**config.mk**
```make
export PLATFORM = sky130hd
export DESIGN_NAME = pipelined_carry_select_adder
export DESIGN_NICKNAME = d
export VERILOG_FILES = /design/src/rtl/pipelined_carry_select_adder.sv
export SDC_FILE = /design/constraint.sdc
export NUM_CORES = 1
export LEC_CHECK = 0
export ABC_AREA = 1
export CAP_MARGIN = 20
export CORE_MARGIN = 5
export CORE_UTILIZATION = 60
export CTS_CLUSTER_SIZE = 8
export DETAILED_ROUTE_END_ITERATION = 8
export PLACE_DENSITY = 0.93
export SYNTH_ARGS = -nofsm -noshare
export SYNTH_HDL_FRONTEND = slang
export SYNTH_SLANG_ARGS = --single-unit
export TNS_END_PERCENT = 30
```
**constraint.sdc**
```tcl
create_clock -name clk -period 4 [get_ports clk]
set_input_delay 0.6 -clock clk [delete_from_list [all_inputs] [get_ports clk]]
set_output_delay 0.6 -clock clk [all_outputs]
set_load 0.01 [all_outputs]
```
**src/rtl/pipelined_carry_select_adder.sv**
```systemverilog
// -----------------------------------------------------------------------------
// pipelined_carry_select_adder
//   Parametrised, pipelined N-bit carry-select adder/subtractor with a
//   valid/ready handshake on both sides and full backpressure.
//
//   The N bits are split into BLOCK = N/SIZE carry-select blocks. Every block
//   precomputes its sum for carry-in 0 and for carry-in 1, and the real carry
//   picks one of the two. BPS blocks make up one pipeline stage, so there are
//   STAGES = BLOCK/BPS register stages. Each stage resolves its blocks using
//   the carry registered by the stage before it.
//
//   Ports
//     clk, rst_n           rising-edge clock, asynchronous active-low reset
//     in_valid / in_ready  operand handshake (a, b, cin, sub)
//     a, b                 N-bit operands
//     cin                  carry in, ignored when sub=1
//     sub                  1 = compute a - b
//     out_valid/out_ready  result handshake (sum, cout, ovf)
//     sum                  N-bit result
//     cout                 carry out of bit N-1; in sub mode 1 = no borrow
//     ovf                  signed overflow
// -----------------------------------------------------------------------------
module pipelined_carry_select_adder #(
    parameter int N    = 32,
    parameter int SIZE = 4,
    parameter int BPS  = 2
) (
    input  logic         clk,
    input  logic         rst_n,
    input  logic         in_valid,
    output logic         in_ready,
    input  logic [N-1:0] a,
    input  logic [N-1:0] b,
    input  logic         cin,
    input  logic         sub,
    output logic         out_valid,
    input  logic         out_ready,
    output logic [N-1:0] sum,
    output logic         cout,
    output logic         ovf
);

    localparam int BLOCK  = N / SIZE;
    localparam int STAGES = BLOCK / BPS;

    // Per-stage state. Each stage carries the whole operand and sum words;
    // bits a stage neither reads nor writes are simply passed along.
    logic [STAGES-1:0] valid_r;
    logic [STAGES-1:0] valid_s;
    logic [STAGES-1:0] carry_r;
    logic [STAGES-1:0] carry_s;
    logic [STAGES-1:0] adv_s;
    logic [STAGES-1:0] load_s;
    logic [N-1:0]      a_r   [STAGES];
    logic [N-1:0]      a_s   [STAGES];
    logic [N-1:0]      bx_r  [STAGES];
    logic [N-1:0]      bx_s  [STAGES];
    logic [N-1:0]      sum_r [STAGES];
    logic [N-1:0]      sum_s [STAGES];
    logic              ovf_r;
    logic              ovf_s;

    // One carry-select block: both ripple sums, then the carry selects one.
    function automatic logic [SIZE:0] cs_block(input logic [SIZE-1:0] x,
                                               input logic [SIZE-1:0] y,
                                               input logic            c);
        logic [SIZE:0] r0;
        logic [SIZE:0] r1;
        r0 = {1'b0, x} + {1'b0, y};
        r1 = {1'b0, x} + {1'b0, y} + {{SIZE{1'b0}}, 1'b1};
        return c ? r1 : r0;
    endfunction

    // Flow control: walk from the output back to the input. A stage may load
    // when it is empty or when its content moves on this cycle, which is
    // exactly the condition under which the stage in front of it advances.
    always_comb begin
        logic down_ok;
        down_ok = out_ready;
        adv_s   = '0;
        load_s  = '0;
        for (int s = STAGES - 1; s >= 0; s--) begin
            adv_s[s]  = valid_r[s] & down_ok;
            load_s[s] = ~valid_r[s] | adv_s[s];
            down_ok   = load_s[s];
        end
    end

    assign in_ready = load_s[0];

    // Datapath: resolve each stage's blocks and compute next register values.
    always_comb begin
        logic [N-1:0]  src_a;
        logic [N-1:0]  src_bx;
        logic [N-1:0]  src_sum;
        logic          carry;
        logic          in_v;
        logic [SIZE:0] blk;
        int            prev;
        int            idx;
        src_a   = '0;
        src_bx  = '0;
        src_sum = '0;
        carry   = 1'b0;
        in_v    = 1'b0;
        blk     = '0;
        prev    = 0;
        idx     = 0;
        valid_s = valid_r;
        carry_s = carry_r;
        a_s     = a_r;
        bx_s    = bx_r;
        sum_s   = sum_r;
        ovf_s   = ovf_r;
        for (int s = 0; s < STAGES; s++) begin
            prev = (s > 0) ? (s - 1) : 0;
            if (s == 0) begin
                // Subtraction is a + ~b + 1, so the inversion and the forced
                // carry are applied once, on entry.
                src_a   = a;
                src_bx  = sub ? ~b : b;
                src_sum = '0;
                carry   = sub ? 1'b1 : cin;
                in_v    = in_valid;
            end else begin
                src_a   = a_r[prev];
                src_bx  = bx_r[prev];
                src_sum = sum_r[prev];
                carry   = carry_r[prev];
                in_v    = valid_r[prev];
            end
            for (int j = 0; j < BPS; j++) begin
                idx = (s * BPS + j) * SIZE;
                blk = cs_block(src_a[idx +: SIZE], src_bx[idx +: SIZE], carry);
                src_sum[idx +: SIZE] = blk[SIZE-1:0];
                carry = blk[SIZE];
            end
            if (load_s[s]) begin
                valid_s[s] = in_v;
                if (in_v) begin
                    a_s[s]     = src_a;
                    bx_s[s]    = src_bx;
                    sum_s[s]   = src_sum;
                    carry_s[s] = carry;
                    if (s == STAGES - 1) begin
                        // a ^ bx ^ sum at the MSB recovers the carry into it.
                        ovf_s = src_a[N-1] ^ src_bx[N-1] ^ src_sum[N-1] ^ carry;
                    end else begin
                        ovf_s = ovf_s;
                    end
                end else begin
                    // Bubble moves in: keep the old data so outputs hold.
                    a_s[s]     = a_r[s];
                    bx_s[s]    = bx_r[s];
                    sum_s[s]   = sum_r[s];
                    carry_s[s] = carry_r[s];
                end
            end else begin
                valid_s[s] = valid_r[s];
            end
        end
    end

    // Pipeline registers.
    always_ff @(posedge clk or negedge rst_n) begin
        if (!rst_n) begin
            valid_r <= '0;
            carry_r <= '0;
            ovf_r   <= 1'b0;
            for (int s = 0; s < STAGES; s++) begin
                a_r[s]   <= '0;
                bx_r[s]  <= '0;
                sum_r[s] <= '0;
            end
        end else begin
            valid_r <= valid_s;
            carry_r <= carry_s;
            ovf_r   <= ovf_s;
            a_r     <= a_s;
            bx_r    <= bx_s;
            sum_r   <= sum_s;
        end
    end

    assign out_valid = valid_r[STAGES-1];
    assign sum       = sum_r[STAGES-1];
    assign cout      = carry_r[STAGES-1];
    assign ovf       = ovf_r;

endmodule

```
==> metrics.md, run 1 <==
| Metric | Value |
|---|---|
| Status | `completed` |
| Post-CTS setup buffer count | `0` |
| Die boundary width | `134 um` |
| Slew @ Worst Pin | `746 ps` |
| Final hold violations | `0` |
| 1st-pass router iterations | `5` |
| CTS H-Tree Depth | `4` |
| Sw frac | `0.352` |
| Worst path depth | `16` |
| Synthesized instance count | `1065` |
| Buf/Inv on CP | `5` |
| CP max stage delay | `490 ps` |
| Number of setup violations in the final report | `0` |
| Clk pwr share | `0.253` |
| Sequential cell area | `4630 um^2` |
| Synth top area share | `0.498` |
| CP max-delay cell | `clkdlybuf4s50_1` |
| Critical path class | `in -> reg` |
| Clock Sinks | `185` |
| Cts hold-fix bufs | `0` |
| Number of synthesized flops with an enable pin | `0` |
| Max VDD drop | `347 uV` |
| CP delay by family, top | `simple AND/OR/NAND/NOR gates` |
| Met3 Track Usage GR | `0.0375` |
| Initial antenna violation count | `0` |
| CTS max path bufs | `2` |
| Starting Density | `0.611` |
| Maxcap violations | `0` |
| Crit path cell chain | `clkdlybuf4s50_1 > xor2_1 > ha_1 > inv_1 > fa_1 > inv_1 > ha_1 > inv_1 > nor3_1 > nand3_1 > nand2_4 > inv_1 > nand2_1 > nand2_1 > nand2_1 > nand2_1` |
| Leak | `5.38 nW` |
| Detailed-route DRC error count | `0` |
| Main synth FF type | `dfrtp_1` |
| Largest net degree at the start of global routing | `115` |
| Hpwl dp | `13600 um` |
| Pwr Density | `642 nW/um^2` |
| R2R cell count | `13` |
| Worst EP arrival | `3210 ps` |
| R2R setup slack | `1550 ps` |
| Routability congestion estimate | `0.866` |
| Distinct cells, synth | `35` |
| Part of the power in combinational logic | `0.346` |
| GRT met2 Usage | `0.382` |
| Synthesis warning total | `0` |
| Internal | `4.51 mW` |
| CP Max Fanout | `7` |
| Met1 GRT Util | `0.295` |
| Clk_lat worst skew | `430 ps` |
| Fill cell count | `1091` |
| # diodes | `0` |
| Port Buffers | `105` |
| Largest cells by area after synthesis | `dfrtp_1 50%, nand2_1 14%, o21ai_0 5.5%` |
| Avg Cell Area, Syn | `8.72 um^2` |
| CTS tree | `built` |
| # nets final | `1241` |
| First-pass GRT wire length | `33000 um` |
| Share of async-settable or async-resettable flops after synthesis | `1.00` |
| RSZ-0062 raised after global routing | `false` |
| Die Y | `134 um` |
| Slew HR | `0.502` |
| Seq pwr share | `0.401` |
| Peak-usage layer in the global routing report | `met2` |
| Tmin final | `2880 ps` |
| Vias/cell | `5.34` |
| Worst setup margin | `1120 ps` |
| Post-Synthesis Cell Area | `9290 um^2` |
| NetSw | `2.44 mW` |
| Most common cell in the netlist | `nand2_1` |
| RR Startpoint | `bx_r[80]` |
| Worst Skew | `7.20 ps` |
| Tcrit/Tclk final | `0.721` |
| Avg WL per Cell | `14.8 um` |
| GRT overflow | `0` |
| Total track usage | `0.226` |
| Worst Setup End Kind | `register` |
| Post-CTS sizing | `0` |
| Required time of the critical path | `4330 ps` |
| Critical Path Source | `b[0]` |
| Multi-input logic area | `3830 um^2` |
| Core footprint | `15200 um^2` |
| Clock Tree Root | `clkbuf_16` |
| FMAX | `0.347 GHz` |
| Clock transition at path regs | `70 ps` |
| Worst Hold Class | `in -> async` |
| Cts bufs inserted | `17` |
| Vias in the first global route | `6948` |
| Syn_nets | `1183` |
| Max Slew Vio Count | `0` |
| Via Count | `7073` |
| Total Wirelength | `19600 um` |
| Pre-CTS WS | `703 ps` |
| Crit start category | `primary input` |
| Final hold slack | `167 ps` |
| Ports | `106` |
| Detail Route Antenna Nets | `0` |
| First DRT Iteration DRCs | `488` |
| Row count | `45` |
| Flops & latches, synth | `185` |
| Area delta synth->final | `16.7%` |
| Sequential element share of the synthesized area | `0.498` |
| Die Area | `18100 um^2` |
| TNS Setup | `0 ps` |
| Share of cells above drive strength 1 | `0.0555` |
| Synth area leader | `dfrtp_1` |
| Top post-synthesis cells by count | `357 x nand2_1, 185 x dfrtp_1, 103 x o21ai_0` |
-- layout by cell type (no fill, tap or decap), types with 4 or more instances in the layout --
master	count
a21oi_1	14
buf_4	4
clkbuf_16	17
clkdlybuf4s50_1	103
dfrtp_1	185
fa_1	8
ha_1	40
inv_1	94
inv_2	6
inv_6	4
nand2_1	357
nand3_1	37
nand3b_1	5
nor2_1	20
nor2_2	4
o21ai_0	103
o21ai_1	26
xnor2_1	22
xor2_1	41
-- layout make-up --
class	instances	area share
clock buffers	20	0.0421
well taps	188	0.0217
repair buffers	112	0.105
multi-input cells	706	0.354
flip-flops and latches	185	0.427
clock inverters	12	0.0151
inverters	101	0.0350
-- worst paths after layout --
check	to
max in group asynchronous	sum_r[53]
worst min-delay path	a_r[83]
worst max-delay path	sum_r[102]
worst max register to register	sum_r[54]
worst min register to register	bx_r[63]
min in group clk	bx_r[63]
-- cell families (layout without fill, tap and decap cells) --
kind of cell	after synthesis	in the layout	share of synthesized area
flip-flops	185	185	0.498
buffers and inverters	174	245	0.0893
AO/OA/AOI/OAI	152	152	0.0843
XOR/XNOR	65	65	0.0629
AND/OR/NAND/NOR	441	441	0.194
adder cells (fa/ha/maj)	48	48	0.0711
-- per-layer routing --
| layer | share of wire | routed length, um | vias to the layer above |
|---|---|---|---|
| met5 | 0 | 0 | - |
| met4 | 0.024 | 475 | 0 |
| met3 | 0.057 | 1110 | 36 |
| met2 | 0.50 | 9740 | 218 |
| met1 | 0.42 | 8270 | 3390 |
| li1 | - | - | 3429 |
-- per-stage QoR --
step	utilization	instance area, um^2	cells	power, mW
2_1_floorplan	-	9290	1065	4.47
3_3_place_gp	0.672	10200	1292	5.01
3_5_place_dp	0.672	10200	1292	5.17
4_1_cts	0.713	10800	1324	6.97
5_1_grt	0.713	10800	1324	7.43
6_report	0.713	10800	1324	6.96
-- registers in the layout, indices dropped and copies added (netlist names) --
signal and cells:
a_r 48, bx_r 48, carry_r 4, ovf 1, sum 32, sum_r 48, valid_r 4
-- power groups by stage --
stage / Sequential, mW / Clock, mW / Combinational (mW)
final: 2.79 / 1.76 / 2.41
after global routing: 2.86 / 1.85 / 2.72
after CTS: 2.79 / 1.77 / 2.41
after detailed placement: 2.81 / 0 / 2.36
after global placement: 2.78 / 0 / 2.23
after floorplan: 2.71 / 0 / 1.76
Note: power is estimated with default switching activity, not from simulation.
==> run 2, diff against run 1 <==
Settings changed: CORE_UTILIZATION 60 to 57, PLACE_DENSITY 0.93 to 0.9.
Clock period 4 ns to 3 ns, I/O delays scaled along.
==> run 2 against run 1 <==
- register-to-register slack worse by 990 ps
- via count down 1.7%
- hold slack better by 310 ps
- combinational power up 31%
- critical endpoint is now sum_r[100]
==> metrics.md, run 2 (synthesis results as in run 1) <==
| Metric | Value |
|---|---|
| Final hold slack | `477 ps` |
| Via Count | `6951` |
| Clk_lat worst skew | `430 ps` |
| Vias/cell | `5.12` |
| Vias in the first global route | `6755` |
| Total track usage | `0.210` |
| Port Buffers | `105` |
| Starting Density | `0.583` |
| # diodes | `0` |
| Ports | `106` |
| 1st-pass router iterations | `6` |
| Slew @ Worst Pin | `732 ps` |
| Area delta synth->final | `16.9%` |
| Post-Layout Cell Count | `1357` |
| Avg WL per Cell | `13.9 um` |
| Max Slew Vio Count | `0` |
| Required time of the critical path | `3320 ps` |
| Dpl cell area | `10300 um^2` |
| Pre-CTS WS | `-101 ps` |
| Die Y | `138 um` |
| Share of cells above drive strength 1 | `0.0587` |
| Top flop regs | `a_r: 48 flops, bx_r: 48 flops, sum_r: 48 flops` |
| RR Startpoint | `a_r[80]` |
| Worst setup margin | `299 ps` |
| First DRT Iteration DRCs | `473` |
| Tcrit/Tclk final | `0.900` |
| Hpwl dp | `13400 um` |
| Most frequent cells in the layout | `357 x nand2_1, 185 x dfrtp_1, 103 x o21ai_0, 103 x clkdlybuf4s50_1, 94 x inv_1` |
| # nets final | `1246` |
| Commonest non-fill, non-tap cell in the layout | `nand2_1` |
| RSZ-0062 raised after global routing | `false` |
| Worst Setup End Kind | `register` |
| Leak | `5.37 nW` |
| Fin area | `10900 um^2` |
| Tmin final | `2700 ps` |
| Slew HR | `0.511` |
| Crit start category | `primary input` |
| Utilization after layout | `0.681` |
| Core footprint | `15900 um^2` |
| Largest net degree at the start of global routing | `77` |
| Detailed-route DRC error count | `0` |
| Clock transition at path regs | `70 ps` |
| First-pass GRT wire length | `31800 um` |
| Critical path class | `in -> reg` |
| Row count | `46` |
| Inst Count DP | `1324` |
| R2R cell count | `11` |
| Reg2reg end | `sum_r[52]` |
| Initial antenna violation count | `0` |
| TNS Setup | `0 ps` |
| Worst EP arrival | `3020 ps` |
| Final hold violations | `0` |
| Routability congestion estimate | `0.839` |
| Overall power | `9.08 mW` |
| Clock Sinks | `185` |
| Number of setup violations in the final report | `0` |
| Cts bufs inserted | `17` |
| Detail Route Antenna Nets | `0` |
| CTS tree | `built` |
| Maxcap violations | `0` |
| Pwr Density | `836 nW/um^2` |
| Worst Hold Class | `in -> async` |
| Status | `completed` |
| Die boundary width | `138 um` |
| Clock Tree Root | `clkbuf_16` |
| Post-CTS sizing | `0` |
| CTS H-Tree Depth | `4` |
| CTS max path bufs | `2` |
| GRT overflow | `0` |
| Die Area | `18900 um^2` |
| CP Max Fanout | `7` |
| R2R setup slack | `560 ps` |
| Max VDD drop | `552 uV` |
| FMAX | `0.370 GHz` |
| Worst Skew | `8.11 ps` |
| Total Wirelength | `18800 um` |
==> run 2: changes by cell type in the layout (fill, tap and decap cells not counted), sizes merged <==
cell         previous run  this run
clkinvlp                1         4
clkinv                  5         3
clkbuf                 20        19
buf                     9        13
bufinv                  3         1
dlygate4sd3             0         1
inv                   104       106
==> run 2: power breakdown <==
| part | internal (mW) | switching, mW |
|---|---|---|
| clock | 1.19 | 0.997 |
| combinational | 1.38 | 1.78 |
| sequential | 3.27 | 0.462 |
==> run 2: layer usage <==
metal  GRT usage  vias to the layer above  share of wire
li1            -                     3447              -
met1       0.283                     3291           0.44
met2       0.351                      189           0.49
met3      0.0376                       24          0.052
met4      0.0554                        0          0.012
met5           0                        -              0
==> run 2: repair_timing <==
action,CTS,global route
hold buffers,1,0
endpoints found under the hold margin,36,0
setup buffers,0,0
==> run 2: cell type report <==
type	instances	area (um^2)
Clock buffer	19	443
Fill cell	1207	5080
Tap cell	216	270
Timing Repair Buffer	117	1160
Sequential cell	185	4630
Multi-Input combinational cell	706	3830
Inverter	101	379
Clock inverter	13	136
==> run 2: worst max path at each step <==
stage,from,endpoint,cells past startpoint
3_3_place_gp,b[0],carry_r[0],16
6_report,b[0],sum_r[100],14
5_1_grt,b[0],sum_r[100],14
4_1_cts,b[0],sum_r[100],14
2_1_floorplan,sub,sum_r[100],15
3_5_place_dp,b[0],sum_r[100],14
==> run 2: critical path: stages <==
cell             delay [ps]
clkdlybuf4s50_1         470
xor2_1                  160
ha_1                    220
inv_1                    70
fa_1                    450
inv_1                    70
ha_1                    140
inv_1                    60
nor3_1                  310
a21o_2                  220
nand2_4                  70
or2_1                   210
nand3_1                  60
nand2_1                  60
==> run 3, diff against run 2 <==
Settings changed: CELL_PAD_IN_SITES_DETAIL_PLACEMENT set to 0, CELL_PAD_IN_SITES_GLOBAL_PLACEMENT set to 1, CORE_UTILIZATION 57 to 43, PLACE_DENSITY 0.9 to 0.89, SETUP_SLACK_MARGIN set to 0.1.
==> run 3 against run 2 <==
- core utilization down 16 points
- power down 1.3%
- wire length down 6.1%
- via count shrank 5.6%
- highest routed layer unchanged
==> metrics.md, run 3 (synthesis results as in run 1) <==
| Metric | Value |
|---|---|
| Status | `completed` |
| CTS max path bufs | `2` |
| R2R cell count | `12` |
| Max VDD drop | `428 uV` |
| Clk_lat worst skew | `430 ps` |
| Total track usage | `0.155` |
| Cts hold-fix bufs | `0` |
| Routability congestion estimate | `0.809` |
| Crit start category | `primary input` |
| Tcrit/Tclk final | `0.872` |
| Share of cells above drive strength 1 | `0.0596` |
| First DRT Iteration DRCs | `442` |
| Wire length on met3 | `684 um` |
| Crit path cell chain | `clkdlybuf4s50_1 > xor2_1 > ha_1 > inv_1 > fa_1 > inv_1 > ha_1 > inv_1 > nor3_1 > nand3_1 > nand2_4 > inv_1 > nand2_1 > nand2_1 > nand2_1 > nand2_1` |
| FMAX | `0.382 GHz` |
| Ports | `106` |
| Leak | `5.38 nW` |
| Die boundary width | `157 um` |
| Clock Tree Root | `clkbuf_16` |
| Utilization after layout | `0.517` |
| Fin area | `10900 um^2` |
| Total Wirelength | `17700 um` |
| Post-CTS setup buffer count | `0` |
| CP max stage delay | `470 ps` |
| TNS Setup | `0 ps` |
| Detailed-route DRC error count | `0` |
| Overall power | `8.96 mW` |
| Tmin final | `2620 ps` |
| Top Metal Used | `met4` |
| Post-Layout Cell Count | `1416` |
| Slew HR | `0.476` |
| Avg WL per Cell | `12.5 um` |
| Reg2reg end | `ovf` |
| CP delay by family, top | `adder cells` |
| Inst Count DP | `1384` |
| RR Startpoint | `a_r[56]` |
| Hpwl dp | `13100 um` |
| R2R setup slack | `600 ps` |
| # nets final | `1246` |
| Number of setup violations in the final report | `0` |
| First-pass GRT wire length | `31200 um` |
| Buf/Inv on CP | `5` |
| GRT overflow | `0` |
| Most frequent cells in the layout | `357 x nand2_1, 185 x dfrtp_1, 103 x o21ai_0, 103 x clkdlybuf4s50_1, 94 x inv_1` |
| WL met2 | `7830 um` |
| Required time of the critical path | `3320 ps` |
| Clock Sinks | `185` |
| Worst Setup End Kind | `register` |
| Worst Hold Class | `in -> async` |
| Final hold violations | `0` |
| Initial antenna violation count | `0` |
| Via Count | `6560` |
| Detail Route Antenna Nets | `0` |
| 1st-pass router iterations | `5` |
| CP max-delay cell | `clkdlybuf4s50_1` |
| Starting Density | `0.439` |
| # diodes | `0` |
| CTS H-Tree Depth | `4` |
| Core footprint | `21200 um^2` |
| Area delta synth->final | `17.7%` |
| Routed length on met1 | `8920 um` |
| CP Max Fanout | `7` |
| Worst Skew | `14.1 ps` |
| Pwr Density | `819 nW/um^2` |
| Top flop regs | `a_r: 48 flops, bx_r: 48 flops, sum_r: 48 flops` |
| Port Buffers | `105` |
| CTS tree | `built` |
| Largest net degree at the start of global routing | `85` |
| Cts bufs inserted | `17` |
| Die Area | `24600 um^2` |
| Slew @ Worst Pin | `786 ps` |
| Dpl cell area | `10300 um^2` |
| Die Y | `157 um` |
| Max Slew Vio Count | `0` |
| Commonest non-fill, non-tap cell in the layout | `nand2_1` |
| Vias in the first global route | `6481` |
| RSZ-0062 raised after global routing | `false` |
| Post-CTS sizing | `0` |
| Critical path class | `in -> reg` |
| Worst EP arrival | `2940 ps` |
| Maxcap violations | `0` |
| Row count | `53` |
| Vias/cell | `4.63` |
| Clock transition at path regs | `70 ps` |
-- run 3: cell types whose count changed in the layout (fill, tap and decap cells not counted) --
| cell | delta |
|---|---|
| buf_4 | +1 |
| clkbuf_8 | +2 |
| clkinv_4 | +3 |
| clkinvlp_4 | -2 |
| dlygate4sd3_1 | -1 |
| inv_8 | -3 |
-- run 3: how the worst max path moves through the flow --
stage                     startpoint         end  cells after the start
after detailed placement        b[0]  sum_r[100]                     14
final                           b[0]  sum_r[102]                     16
after global routing            b[0]  sum_r[103]                     16
after floorplan                  sub  sum_r[100]                     15
after global placement          b[0]  carry_r[0]                     16
after CTS                       b[0]  sum_r[100]                     14
-- run 3: layout make-up --
type,instances,area (um^2)
Fill cell,1979,10200
Inverter,101,379
Timing Repair Buffer,117,1160
Tap cell,275,344
Multi-Input combinational cell,706,3830
Clock inverter,11,114
Sequential cell,185,4630
Clock buffer,21,470
-- run 3: power by group --
part           total (mW)  internal [mW]  leakage (nW)  switching, mW
clock network        2.18           1.22         0.282          0.958
logic                3.06           1.38          2.80           1.68
registers            3.71           3.27          2.30          0.444
-- run 3: per-stage QoR --
step | setup WS (ps) | hold slack (ps)
4_1_cts | 379 | 41.0
6_report | 383 | 1.47
3_5_place_dp | -75.0 | 460
2_1_floorplan | 213 | 154
3_3_place_gp | 11.6 | 455
5_1_grt | 202 | 64.9
-- run 3: worst register-to-register path: stages (launching register included) --
cell and delay [ps]:
dfrtp_1 390, ha_1 240, fa_1 530, ha_1 150, nand2_1 70, nor2_1 150
nand4_1 120, nand2_2 170, nor2_1 60, a21oi_1 180, nand2_1 70, nand3_1 100
nand2_1 50
-- run 3: routing by layer --
metal,up-vias,global-route usage
met3,21,0.0297
met2,112,0.233
met5,-,0
met1,2974,0.227
met4,0,0.0521
li1,3453,-
